$ cat config.mk
export PLATFORM = sky130hd
export DESIGN_NAME = riscv_hwloop_sequencer
export DESIGN_NICKNAME = d
export VERILOG_FILES = /design/src/rtl/riscv_hwloop_pkg.sv /design/src/rtl/riscv_hwloop_match.sv /design/src/rtl/riscv_hwloop_sequencer.sv
export SDC_FILE = /design/constraint.sdc
export NUM_CORES = 1
export LEC_CHECK = 0
export BUFFER_PORTS_ARGS = -buffer_cell sky130_fd_sc_hd__buf_2
export CAP_MARGIN = 25
export CORE_MARGIN = 5
export CORE_UTILIZATION = 30
export DETAILED_ROUTE_END_ITERATION = 10
export HOLD_SLACK_MARGIN = 0.03
export SKIP_CTS_REPAIR_TIMING = 1
export SYNTH_ARGS = -nofsm -noshare
export SYNTH_HDL_FRONTEND = slang
export SYNTH_SLANG_ARGS = --single-unit
$ cat constraint.sdc
create_clock -name clk -period 11.9 [get_ports clk]
set_clock_uncertainty 0.05 [all_clocks]
set_input_delay 2.38 -clock clk [delete_from_list [all_inputs] [get_ports clk]]
set_output_delay 2.38 -clock clk [all_outputs]
set_load 0.03 [all_outputs]
$ cat src/rtl/riscv_hwloop_pkg.sv
// rtl/riscv_hwloop_pkg.sv - shared types and constants for the hardware-loop sequencer
// Contents: setup FSM state enum, per-loop context struct, address alignment mask.
package riscv_hwloop_pkg;

    typedef enum logic [1:0] {
        IDLE   = 2'd0,
        CHECK  = 2'd1,
        COMMIT = 2'd2
    } setup_state_e;

    // One hardware-loop context. "end" is a keyword, hence end_addr.
    typedef struct packed {
        logic [31:0] start;
        logic [31:0] end_addr;
        logic [31:0] count;
        logic        active;
    } hwlp_ctx_t;

    // Loop boundaries must be word aligned; any bit set here rejects a setup.
    localparam logic [31:0] ALIGN_MASK = 32'h0000_0003;

endpackage

$ cat src/rtl/riscv_hwloop_match.sv
// rtl/riscv_hwloop_match.sv - end-address compare with lowest-index priority select
// Ports:
//   pc, pc_valid         : instruction address in ID and its advance qualifier
//   ctx[N_LOOPS]         : loop contexts
//   hit                  : at least one active loop ends at pc
//   win_idx              : index of the winning (innermost) loop
//   win_start, win_count : start address and remaining count of the winner
module riscv_hwloop_match
    import riscv_hwloop_pkg::*;
#(
    parameter int N_LOOPS = 2,
    parameter int IDX_W   = 1
) (
    input  logic [31:0]      pc,
    input  logic             pc_valid,
    input  hwlp_ctx_t        ctx [N_LOOPS],
    output logic             hit,
    output logic [IDX_W-1:0] win_idx,
    output logic [31:0]      win_start,
    output logic [31:0]      win_count
);

    // Scan from the highest index down so the lowest matching index is written last.
    always_comb begin
        hit       = 1'b0;
        win_idx   = '0;
        win_start = '0;
        win_count = '0;
        for (int i = N_LOOPS - 1; i >= 0; i--) begin
            if (pc_valid && ctx[i].active && (pc == ctx[i].end_addr)) begin
                hit       = 1'b1;
                win_idx   = IDX_W'(i);
                win_start = ctx[i].start;
                win_count = ctx[i].count;
            end
        end
    end

endmodule

$ cat src/rtl/riscv_hwloop_sequencer.sv
// rtl/riscv_hwloop_sequencer.sv - hardware-loop setup FSM, context storage and jump generation
// Ports:
//   clk, rst                    : clock, asynchronous active-high reset
//   current_pc_i, pc_valid_i    : PC in ID and its advance qualifier
//   setup_valid_i/ready_o       : setup request handshake
//   setup_loop_i, setup_start_i,
//   setup_end_i, setup_count_i  : setup request payload
//   setup_err_o                 : one-cycle pulse on a rejected setup
//   flush_i                     : synchronous clear of all loop contexts
//   hwlp_jump_o, hwlp_targ_addr_o : jump request and target
//   active_o                    : per-loop active flags
module riscv_hwloop_sequencer
    import riscv_hwloop_pkg::*;
#(
    parameter int N_LOOPS = 2,
    parameter int IDX_W   = (N_LOOPS > 1) ? $clog2(N_LOOPS) : 1
) (
    input  logic               clk,
    input  logic               rst,
    input  logic [31:0]        current_pc_i,
    input  logic               pc_valid_i,
    input  logic               setup_valid_i,
    output logic               setup_ready_o,
    input  logic [IDX_W-1:0]   setup_loop_i,
    input  logic [31:0]        setup_start_i,
    input  logic [31:0]        setup_end_i,
    input  logic [31:0]        setup_count_i,
    output logic               setup_err_o,
    input  logic               flush_i,
    output logic               hwlp_jump_o,
    output logic [31:0]        hwlp_targ_addr_o,
    output logic [N_LOOPS-1:0] active_o
);

    setup_state_e     state_q, state_d;
    hwlp_ctx_t        ctx_q [N_LOOPS];
    logic [IDX_W-1:0] stage_loop;
    logic [31:0]      stage_start, stage_end, stage_count;
    logic             reject;

    logic             hit;
    logic [IDX_W-1:0] win_idx;
    logic [31:0]      win_start, win_count;

    riscv_hwloop_match #(
        .N_LOOPS (N_LOOPS),
        .IDX_W   (IDX_W)
    ) u_match (
        .pc        (current_pc_i),
        .pc_valid  (pc_valid_i),
        .ctx       (ctx_q),
        .hit       (hit),
        .win_idx   (win_idx),
        .win_start (win_start),
        .win_count (win_count)
    );

    assign reject = (stage_count == 32'd0)
                 || (stage_end <= stage_start)
                 || ((stage_start & ALIGN_MASK) != 32'd0)
                 || ((stage_end & ALIGN_MASK) != 32'd0)
                 || (32'(stage_loop) >= 32'(N_LOOPS));

    // State register
    always_ff @(posedge clk or posedge rst) begin
        if (rst) state_q <= IDLE;
        else     state_q <= state_d;
    end

    // Next-state logic
    always_comb begin
        state_d = state_q;
        case (state_q)
            IDLE:    if (setup_valid_i) state_d = CHECK;
            CHECK:   state_d = reject ? IDLE : COMMIT;
            COMMIT:  state_d = IDLE;
            default: state_d = IDLE;
        endcase
        if (flush_i) state_d = IDLE;
    end

    // Outputs; ready is masked by rst so it reads 0 throughout reset.
    always_comb begin
        setup_ready_o    = (state_q == IDLE) && !rst;
        setup_err_o      = (state_q == CHECK) && reject;
        hwlp_jump_o      = hit && (win_count > 32'd1);
        hwlp_targ_addr_o = hwlp_jump_o ? win_start : 32'd0;
        for (int i = 0; i < N_LOOPS; i++) active_o[i] = ctx_q[i].active;
    end

    // Staging registers
    always_ff @(posedge clk or posedge rst) begin
        if (rst) begin
            stage_loop  <= '0;
            stage_start <= '0;
            stage_end   <= '0;
            stage_count <= '0;
        end else if (setup_valid_i && setup_ready_o && !flush_i) begin
            stage_loop  <= setup_loop_i;
            stage_start <= setup_start_i;
            stage_end   <= setup_end_i;
            stage_count <= setup_count_i;
        end
    end

    // Context update: flush beats everything, commit beats a same-loop decrement.
    always_ff @(posedge clk or posedge rst) begin
        if (rst) begin
            for (int i = 0; i < N_LOOPS; i++) ctx_q[i] <= '0;
        end else if (flush_i) begin
            for (int i = 0; i < N_LOOPS; i++) ctx_q[i].active <= 1'b0;
        end else begin
            for (int i = 0; i < N_LOOPS; i++) begin
                if ((state_q == COMMIT) && (stage_loop == IDX_W'(i))) begin
                    ctx_q[i] <= '{start: stage_start, end_addr: stage_end,
                                  count: stage_count, active: 1'b1};
                end else if (hit && (win_idx == IDX_W'(i))) begin
                    if (win_count > 32'd1) begin
                        ctx_q[i].count <= win_count - 32'd1;
                    end else begin
                        ctx_q[i].count  <= 32'd0;
                        ctx_q[i].active <= 1'b0;
                    end
                end
            end
        end
    end

endmodule

**Word-level counts from Yosys, hierarchy flattened**

Cells that the tools add are included.

- Add/subtract/negate cells: 1
- Order comparisons: 2
- Equal/unequal tests: 7
- Muxes and demuxes: 20
- Bitwise operators: 3
- Reduce and logical (&&, ||, !) cells: 32

Operators by type and width:

| cell | number |
|---|---|
| 2-to-1 mux 32 bit | 6 |
| 2-to-1 mux 33 bit | 4 |
| == test 32 bit | 2 |
| nonzero test 32 bit | 2 |
| > comparator 32 x 1 -> 1 bit, second input constant | 1 |
| <= comparator 32 bit | 1 |
| logical NOT 32 bit | 1 |
| subtractor 32 x 1 -> 32 bit, second input constant | 1 |
| logical AND 1 bit | 13 |
| AND reduction 2 bit | 6 |
| 2-to-1 mux 1 bit | 6 |
| 2-to-1 mux 2 bit | 3 |
| != test 3 x 2 -> 1 bit, second input constant | 2 |
| nonzero test 3 bit | 2 |
| case mux 2 bit (2 select lines) | 1 |
| nonzero test 2 bit | 2 |
| logical OR 1 bit | 3 |
| != test 3 bit, second input constant | 1 |
| inverter 1 bit | 3 |
| == test 2 x 1 -> 1 bit, second input constant | 1 |
| == test 2 bit, second input constant | 1 |
| logical NOT 1 bit | 2 |
| logical NOT 2 bit | 1 |

- Bits in registers: 293
- Input bits: 134
- Output and inout bits: 37
- Word-level logic and storage cells: 78

**Longest topological paths before layout**

Gate-level depths: netlist (run 1).

- Depth in word-level cells: 9
- Mapped depth: 17
- Mapped depth without buffers: 14

**Modules after synthesis**

A second synthesis (run 1) with hierarchy kept.

- Cell total of the unflattened synthesis: 1442
- Area, all modules: 15388.5 um2

By module, submodules not included:

| module | times used | cells an instance | area an instance (um2) | sequential area each (um2) |
|---|---|---|---|---|
| riscv_hwloop_sequencer | 1 | 1132 | 13238.9 | 7332.0 |
| riscv_hwloop_match | 1 | 310 | 2149.6 | 0.0 |

**Worst setup path after synthesis (run 1)**

Ideal clock, no wire load.

- Kind: input port to flip-flop
- Start: in rst
- End: reg stage_count[10]
- Library setup time: 125 ps
- Arrival: 10065 ps
- Required time: 11725 ps
- Slack: 1660 ps
- Stages on the path: 5
- Path buffers: 2
- Cell sequence: inv_1 and2_1 clkbuf_1 clkbuf_1 mux2_2

- Word-level cells in the longest chain between the ends: 4

Ends and longest elaborated chain:

| item | line | text |
|---|---|---|
| start, declared | riscv_hwloop_sequencer.sv:19 | `input logic rst,` |
| logical NOT 1 bit (no line) | - |  |
| logical AND 1 bit | riscv_hwloop_sequencer.sv:84 | `setup_ready_o = (state_q == IDLE) && !rst;` |
| logical AND 1 bit (2 in series) | riscv_hwloop_sequencer.sv:98 | `end else if (setup_valid_i && setup_ready_o && !flush_i) begin` |
| end signal, assigned | riscv_hwloop_sequencer.sv:102 | `stage_count <= setup_count_i;` |
| end, declared | riscv_hwloop_sequencer.sv:38 | `logic [31:0] stage_start, stage_end, stage_count;` |

Every way passes these cells.
A chain may end at the register's enable or synchronous reset.

**Final worst setup path (run 1)**

- Start: in current_pc_i[10]
- End: out hwlp_targ_addr_o[18]

- Word-level cells in the longest chain between the ends: 7
- Elaborated cells on any way between the ends: 13
- Classes of those cells: order compare (1); eq/ne (2); mux (7); reduce/logical (3)

Ends and longest elaborated chain:

| item | line | text |
|---|---|---|
| start, declared | riscv_hwloop_sequencer.sv:20 | `input logic [31:0] current_pc_i,` |
| == test 32 bit | riscv_hwloop_match.sv:30 | `if (pc_valid && ctx[i].active && (pc == ctx[i].end_addr)) begin` |
| logical AND 1 bit | riscv_hwloop_match.sv:30 |  |
| 2-to-1 mux 32 bit (2 in series) | riscv_hwloop_match.sv:30 |  |
| > comparator 32 x 1 -> 1 bit | riscv_hwloop_sequencer.sv:86 | `hwlp_jump_o = hit && (win_count > 32'd1);` |
| logical AND 1 bit | riscv_hwloop_sequencer.sv:86 |  |
| 2-to-1 mux 32 bit * | riscv_hwloop_sequencer.sv:87 | `hwlp_targ_addr_o = hwlp_jump_o ? win_start : 32'd0;` |
| end, declared | riscv_hwloop_sequencer.sv:31 | `output logic [31:0] hwlp_targ_addr_o,` |

Mark *: on every way between the ends. The rest lies on a longest branch, timed or not.

==> flow_metrics.tcl, run 1 <==
set metrics [dict create \
    yosysUniqueCellTypes 59 \
    drive_gt1_share_pct 28.1 \
    drt-initial-drc-count 1119 \
    max_slew_margin_pct 29.4 \
    startpoint_type "input port" \
    syn_nets 1639 \
    ctsLongestPathBuffers 3 \
    post-place-cells 2248 \
    design_area_mm2 0.0180 \
    final_cells 2323 \
    p_leak_nw 8.20 \
    yosysSeqAreaShare_pct 48.0 \
    max_slew.worst_pin.slew_ns 1.05 \
    fillers 5059 \
    drt-pass1-iter-count 5 \
    grt_pass1_wl_um 76700 \
    hold_end "ctx_q[189]$_DFFE_PP0P_" \
    tritoncts "done" \
    r2r_cells 13 \
    postPlaceCellArea_mm2 0.0168 \
    coreArea_mm2 0.0503 \
    overflow 0 \
    area_growth_pct 17.9 \
    maxSlewViolCount 0 \
    wl_um 49700 \
    ios 171 \
    wl_per_cell_um 21.4 \
    max_clock_freq_mhz 118 \
    hold-path-cell-count 1 \
    layout.nets 1786 \
    vias 12400 \
    post-place-ws_ns 3.60 \
    final_antenna_net_count 0 \
    synth_flop_cell "dfrtp_1" \
    grt_pass1_vias 12700 \
    synthArstFlopShare_pct 100 \
    worst-setup-path-type "input port to output port" \
    r2r-start "ctx_q[140]$_DFFE_PP0P_" \
    die_h_um 236 \
    setup_slack_ns 3.45 \
    status "finished, final reports clean" \
    syn_inst 1471 \
    synth_warnings 0 \
    hold_class "flip-flop to flip-flop" \
    clock-root-buffer "clkbuf_16" \
    p_total_mw 2.57 \
    viasPerCell 5.34 \
    period_minus_slack_ns 8.45 \
    ir_worst_vdd_v 0.0000804 \
    period_share_pct 71.0 \
    cts_made_buffers 34 \
    end_kind "output port" \
    reg2reg_slack_ns 7.23 \
    syn_area_mm2 0.0153 \
    die_area_mm2 0.0556 \
    synth_edf_count 0 \
    grt_max_degree 140 \
    drc_errors 0 \
    setup_viol 0 \
    crit_arrival_ns 6.02 \
    r2r-end "ctx_q[15]$_DFFE_PP0P_" \
    path_clk_slew_ns 0.06 \
    htreeDepth 2 \
    worst_hold_startpoint "ctx_q[189]$_DFFE_PP0P_" \
    critPathMaxFanout 51 \
    gp_congestion 0.908 \
    die_x_um 236 \
    hold_viol 0 \
    antenna_found_initial 25 \
    initial_core_util_pct 30.4 \
    rsz0062_at_grt "no" \
    fin_tns_setup_ns 0 \
    power.density_mw_per_mm2 142 \
    drv_cap 0 \
    cts.sinks 293 \
    port_buffers 170 \
    dp_hpwl_um 35400 \
    rows 82 \
    cp_data_required_time_ns 9.47 \
    clock_latency_ns 0.54 \
    grt_usage_pct 17.3 \
    synth_area_per_cell_um2 10.4 \
    ys_ff_latch 293 \
]
## worst max path at each step
stage                                start                 endpoint  slack [ns]  depth (start not counted)
after floorplan                        rst  active_o[0]$_DFFE_PP0P_        1.37                          1
after global placement    current_pc_i[10]              hwlp_jump_o        3.71                         13
after detailed placement  current_pc_i[10]     hwlp_targ_addr_o[18]        3.60                         13
after CTS                 current_pc_i[10]     hwlp_targ_addr_o[18]        3.60                         13
after global routing      current_pc_i[10]     hwlp_targ_addr_o[18]        3.36                         13
final                     current_pc_i[10]     hwlp_targ_addr_o[18]        3.45                         13
## flip-flops by register name, summed over array words and instances (netlist names)
| register | cells |
|---|---|
| stage_start | 32 |
| state_q | 2 |
| stage_loop | 1 |
| active_o | 2 |
| ctx_q | 192 |
| stage_end | 32 |
| stage_count | 32 |
## cells in the final DEF, fill, tap and decap left out, drive strengths merged, types with 10 or more instances in the layout
cell	n
a221oi	23
a21oi	82
xor2	76
ha	34
and3	22
nor3	39
nand4	18
or3	16
nand2	134
nand3	66
xnor2	10
nor2	91
a21o	13
clkbuf	53
o211ai	13
inv	42
dfrtp	293
buf	191
o21ai	71
a22oi	20
nor4	49
mux2	198
## through the flow
stage               utilization [%]  hold WS [ns]
finish                         35.9         0.454
global route                   35.8         0.472
CTS                            35.5         0.459
detailed placement             33.4         0.446
global placement               33.4         0.440
floorplan                         -         0.413
## worst max-delay path: stages
cell	delay, ns
buf_2	0.12
xor2_1	0.17
nor4_1	0.54
nand2_1	0.19
nor4_2	0.82
a21oi_1	0.21
inv_1	0.14
ha_1	0.15
nor2_1	0.04
a21oi_1	0.20
o211a_4	0.65
a21oi_1	0.12
buf_2	0.22
## cells by family (layout without fill, tap and decap cells)
family	count (synthesis)	in the layout	synth area share, %
flops	293	293	48.0
simple gates	474	474	15.4
xor+xnor	86	86	4.93
fa+ha+maj	34	34	2.78
other cells	0	9	0
mux	204	204	15.0
buf+inv	121	292	3.41
compound gates	259	259	10.6
## per-layer routing
layer  track usage (%)  wire length, um
met1              23.6            22000
met2              27.8            23000
met3              4.17             3430
met4              4.47             1100
met5                 0              142
## area by class of cell
type	count	area, um2	share of cell area (%)
multi-input cells	1057	7470	41.5
clock buffers	52	998	5.54
clock inverters	8	86.3	0.479
repair buffers	192	1120	6.19
diodes	9	22.5	0.125
well taps	672	841	4.66
flip-flops and latches	293	7330	40.7
inverters	40	158	0.874
## report_power, final
| part | internal (mW) | switching (mW) | total (mW) |
|---|---|---|---|
| Clock | 0.586 | 0.433 | 1.02 |
| Sequential | 1.10 | 0.112 | 1.21 |
| Combinational | 0.162 | 0.174 | 0.336 |
## synth_stat cells (6+ instances only)
cell type | number | area, um2
a21o_1 | 13 | 97.6
a21oi_1 | 82 | 410
a221oi_1 | 22 | 193
a22oi_1 | 20 | 150
a31oi_1 | 9 | 56.3
and3_1 | 22 | 138
buf_2 | 12 | 60.1
buf_4 | 6 | 45.0
clkbuf_1 | 56 | 210
dfrtp_1 | 293 | 7330
ha_1 | 34 | 425
inv_1 | 40 | 150
mux2_2 | 198 | 2230
mux2i_1 | 6 | 60.1
nand2_1 | 134 | 503
nand2b_1 | 9 | 56.3
nand3_1 | 66 | 330
nand4_1 | 18 | 113
nor2_1 | 89 | 334
nor3_1 | 36 | 180
nor4_1 | 48 | 300
o211ai_1 | 13 | 97.6
o21a_1 | 6 | 45.0
o21ai_0 | 68 | 340
or3_1 | 16 | 100
xnor2_1 | 10 | 87.6
xor2_1 | 76 | 666
Power figures use the tool's default switching activity.
==> run 2: changes to the inputs <==
==> constraint.sdc (replaced) <==
create_clock -name clk -period 7.3 [get_ports clk]
set_clock_uncertainty 0.05 [all_clocks]
set_input_delay 1.46 -clock clk [delete_from_list [all_inputs] [get_ports clk]]
set_output_delay 1.46 -clock clk [all_outputs]
set_load 0.03 [all_outputs]
==> run 2 against run 1 <==
Critical path depth unchanged. Setup slack got worse by 2.5 ns. Combinational power increased by 62%. Non-clock buffer count increased by 5. Flip-flop and latch count unchanged. Clock-buffer cell count decreased by 3. Global-route usage increased by 0.052 points. Critical endpoint unchanged. Highest routed layer unchanged.
==> flow_metrics.tcl, run 2 (same netlist as run 1, synthesis figures left out) <==
set metrics [dict create \
    end_kind "output port" \
    antenna_found_initial 21 \
    max_slew_margin_pct 32.0 \
    viasPerCell 5.32 \
    ir_worst_vdd_v 0.000168 \
    grt_pass1_vias 12700 \
    p_leak_nw 8.20 \
    path_clk_slew_ns 0.06 \
    post-route-util_pct 35.8 \
    cts.sinks 293 \
    hold_class "flip-flop to flip-flop" \
    ctsLongestPathBuffers 3 \
    die_h_um 236 \
    status "finished, final reports clean" \
    cp_data_required_time_ns 5.79 \
    top_register "ctx_q" \
    layout.nets 1788 \
    critPathMaxFanout 34 \
    period_minus_slack_ns 6.33 \
    grt_pass1_wl_um 76900 \
    clock-root-buffer "clkbuf_16" \
    clock_latency_ns 0.59 \
    final_cell_mix "293 x dfrtp_1, 198 x mux2_2, 170 x buf_2, 134 x nand2_1, 87 x nor2_1" \
    power.density_mw_per_mm2 231 \
    drv_cap 0 \
    largest_reg_flops 192 \
    dp_hpwl_um 35800 \
    grt_max_degree 175 \
    gp_congestion 0.924 \
    wl_per_cell_um 21.4 \
    fin_tns_setup_ns 0 \
    tritoncts "done" \
    rows 82 \
    wl_um 49600 \
    final_antenna_net_count 0 \
    worst-setup-path-type "input port to output port" \
    overflow 0 \
    max_clock_freq_mhz 158 \
    period_share_pct 86.7 \
    grt_usage_pct 17.3 \
    htreeDepth 1 \
    drive_gt1_share_pct 28.3 \
    max_slew.worst_pin.slew_ns 1.02 \
    maxSlewViolCount 0 \
    coreArea_mm2 0.0503 \
    vias 12400 \
    rsz0062_at_grt "no" \
    drt-pass1-iter-count 5 \
    die_x_um 236 \
    initial_core_util_pct 30.4 \
    die_area_mm2 0.0556 \
    drc_errors 0 \
    ios 171 \
    setup_viol 0 \
    port_buffers 170 \
    setup_slack_ns 0.970 \
    cts_made_buffers 31 \
    area_growth_pct 17.7 \
    final_common_cell "dfrtp_1" \
    startpoint_type "input port" \
    crit_arrival_ns 4.82 \
    post-place-ws_ns 1.05 \
    fillers 5069 \
    drt-initial-drc-count 851 \
    hold_viol 0 \
]
run 2: changes by cell type in the layout (fill, tap and decap cells not counted), sizes merged:
cell	before	now
clkbuf	53	50
bufinv	0	2
inv	42	41
buf	191	196
clkinv	5	4
diode	9	6
clkinvlp	1	2
run 2: path summary, 6_finish.rpt:
path / startpoint / endpoint / slack (ns) / depth (start not counted)
setup / recovery: current_pc_i[3] / hwlp_targ_addr_o[18] / 0.97 / 13
hold / removal: ctx_q[189]$_DFFE_PP0P_ / ctx_q[189]$_DFFE_PP0P_ / 0.45 / 1
setup reg to reg: ctx_q[133]$_DFFE_PP0P_ / ctx_q[5]$_DFFE_PP0P_ / 2.66 / 15
hold reg to reg: ctx_q[189]$_DFFE_PP0P_ / ctx_q[189]$_DFFE_PP0P_ / 0.45 / 1
max in group asynchronous: rst / ctx_q[140]$_DFFE_PP0P_ / 4.58 / 5
min in group asynchronous: rst / ctx_q[57]$_DFFE_PP0P_ / 0.74 / 2
run 2: worst max-delay path: stages:
cell     delay, ns
buf_2         0.11
xor2_1        0.21
nor4_1        0.50
nand4_1       0.23
or4_1         0.53
and3_1        0.20
a21oi_1       0.19
ha_1          0.33
nor2_1        0.07
a21oi_1       0.19
o211a_4       0.46
a21oi_1       0.09
buf_2         0.20
run 2: where the power goes:
part | internal (mW) | switching, mW | total, mW | leakage, nW
Combinational | 0.261 | 0.284 | 0.545 | 3.83
Clock | 0.949 | 0.689 | 1.64 | 0.516
Sequential | 1.79 | 0.177 | 1.97 | 3.86
run 2: metal layers:
metal	wire, um	global-route usage (%)	vias up
met5	160	0	-
met4	1310	4.73	28
met3	3380	3.98	94
met2	22900	28.0	373
met1	21900	23.5	6242
li1	-	-	5628
run 2: final cells by class:
cell class	instances	area, um2	share of cell area [%]
tap	672	841	4.67
multi-input combinational	1057	7470	41.5
sequential	293	7330	40.7
clock buffer	49	933	5.18
antenna	6	15.0	0.0834
inverter	40	154	0.855
clock inverter	9	116	0.646
timing repair buffer	197	1140	6.32
run 2: stage by stage:
step           power, mW  hold WS [ns]  cells  cell area (um2)
6_report            4.16         0.454   2323            18000
5_1_grt             4.35         0.467   2319            18000
4_1_cts             4.19         0.460   2314            17900
3_5_place_dp        2.54         0.445   2256            16900
3_3_place_gp        2.52         0.434   2254            16800
2_1_floorplan       2.31         0.413   1471            15300
==> run 3: changes to the inputs <==
==> constraint.sdc (replaced) <==
create_clock -name clk -period 5.7 [get_ports clk]
set_clock_uncertainty 0.05 [all_clocks]
set_input_delay 1.14 -clock clk [delete_from_list [all_inputs] [get_ports clk]]
set_output_delay 1.14 -clock clk [all_outputs]
set_load 0.03 [all_outputs]
==> run 3 against run 2 <==
Clock-buffer cell count down 1. Total power up 32%. First-iteration DRC count up 12%. Wire length up 1.0%. Flip-flop and latch count unchanged. Clock power up 37%. Sequential power up 28%.
==> flow_metrics.tcl, run 3 (same netlist as run 1, synthesis figures left out) <==
set metrics [dict create \
    grt_pass1_vias 13000 \
    status "finished, final reports clean" \
    design_area_mm2 0.0182 \
    rows 82 \
    wl_met3_um 3670 \
    p_total_mw 5.47 \
    post-place-ws_ns 0.301 \
    coreArea_mm2 0.0503 \
    maxSlewViolCount 0 \
    critPathSlowestCell "or4_1" \
    crit_family "simple AND/OR/NAND/NOR gates" \
    crit_arrival_ns 4.26 \
    post-route-util_pct 36.2 \
    ir_worst_vdd_v 0.000139 \
    wl_um 50100 \
    top_layer "met5" \
    final_cell_mix "293 x dfrtp_1, 198 x mux2_2, 170 x buf_2, 134 x nand2_1, 87 x nor2_1" \
    largest_reg_flops 192 \
    path_cells "buf_2 -> xor2_1 -> nor4_1 -> nand2_1 -> or4_1 -> and3_1 -> a21oi_1 -> inv_1 -> ha_1 -> nor2_1 -> a21oi_1 -> o211a_4 -> a21oi_1 -> buf_2" \
    final_antenna_net_count 0 \
    dr_wl_met2_um 23200 \
    wl_per_cell_um 21.4 \
    drv_cap 0 \
    grt_usage_pct 17.4 \
    end_kind "output port" \
    fin_tns_setup_ns 0 \
    port_buffers 170 \
    drt-pass1-iter-count 5 \
    clock_latency_ns 0.53 \
    startpoint_type "input port" \
    grt_max_degree 95 \
    gp_congestion 0.933 \
    hold_class "flip-flop to flip-flop" \
    cp_data_required_time_ns 4.51 \
    final_common_cell "dfrtp_1" \
    met1_length_um 21500 \
    drc_errors 0 \
    cpMostUsedCell "a21oi_1" \
    viasPerCell 5.36 \
    grt_pass1_wl_um 77100 \
    die_h_um 236 \
    vias 12500 \
    hold_viol 0 \
    setup_viol 0 \
    cp_num_buf_inv 3 \
    rsz0062_at_grt "no" \
    max_slew_margin_pct 32.4 \
    drt-initial-drc-count 954 \
    ios 171 \
    ctsLongestPathBuffers 3 \
    p_leak_nw 8.30 \
    period_share_pct 95.7 \
    layout.nets 1803 \
    cts_made_buffers 35 \
    htreeDepth 2 \
    die_area_mm2 0.0556 \
    antenna_found_initial 20 \
    max_clock_freq_mhz 183 \
    die_x_um 236 \
    period_minus_slack_ns 5.45 \
    initial_core_util_pct 30.4 \
    dp_hpwl_um 36800 \
    setup_slack_ns 0.246 \
    top_register "ctx_q" \
    postPlaceCellArea_mm2 0.0170 \
    overflow 0 \
    critPathMaxStageDelay_ns 0.56 \
    max_slew.worst_pin.slew_ns 1.01 \
    drive_gt1_share_pct 29.2 \
    power.density_mw_per_mm2 301 \
    worst-setup-path-type "input port to output port" \
    path_clk_slew_ns 0.06 \
    area_growth_pct 18.9 \
    cts.sinks 293 \
    clock-root-buffer "clkbuf_16" \
    critPathMaxFanout 34 \
    tritoncts "done" \
]
==> run 3: worst reg2reg max path: stages (launching register included) <==
cell and delay (ns):
dfrtp_1 0.38, xor2_1 0.16, nor4_1 0.52, nand2_1 0.16, or4_1 0.56, and3_1 0.21, a21oi_1 0.19, inv_1 0.10
ha_1 0.18, nor2_1 0.11, a21oi_1 0.06, o211a_4 0.29, buf_4 0.30, nor2_4 0.39, nand2_1 0.30, o21ai_0 0.23
==> run 3: area by class of cell <==
type	instances	area, um2
Antenna cell	9	22.5
Clock buffer	48	995
Clock inverter	14	160
Fill cell	5049	32100
Inverter	40	154
Multi-Input combinational cell	1057	7470
Sequential cell	293	7330
Tap cell	672	841
Timing Repair Buffer	208	1210
==> run 3: worst paths after layout <==
path | cells after the start | slack [ns] | from | to
setup / recovery | 14 | 0.25 | current_pc_i[10] | hwlp_targ_addr_o[16]
hold / removal | 1 | 0.46 | ctx_q[169]$_DFFE_PP0P_ | ctx_q[169]$_DFFE_PP0P_
setup reg to reg | 15 | 1.40 | ctx_q[140]$_DFFE_PP0P_ | ctx_q[103]$_DFFE_PP0P_
hold reg to reg | 1 | 0.46 | ctx_q[169]$_DFFE_PP0P_ | ctx_q[169]$_DFFE_PP0P_
max in group asynchronous | 5 | 3.11 | rst | stage_start[14]$_DFFE_PP0P_
min in group asynchronous | 2 | 0.66 | rst | stage_end[24]$_DFFE_PP0P_
==> run 3: stage by stage <==
stage	std cells	hold WS (ns)
final	2341	0.458
after global routing	2338	0.471
after CTS	2330	0.459
after detailed placement	2268	0.446
after global placement	2267	0.433
after floorplan	1471	0.413
==> run 3: per-layer routing <==
layer	vias to the layer above	track usage [%]
li1	5665	-
met1	6258	23.2
met2	482	27.9
met3	120	4.18
met4	18	5.96
met5	-	0
==> run 3: where the power goes <==
group          internal, mW  switching [mW]
Sequential             2.30           0.234
Clock                  1.32           0.913
Combinational         0.337           0.366
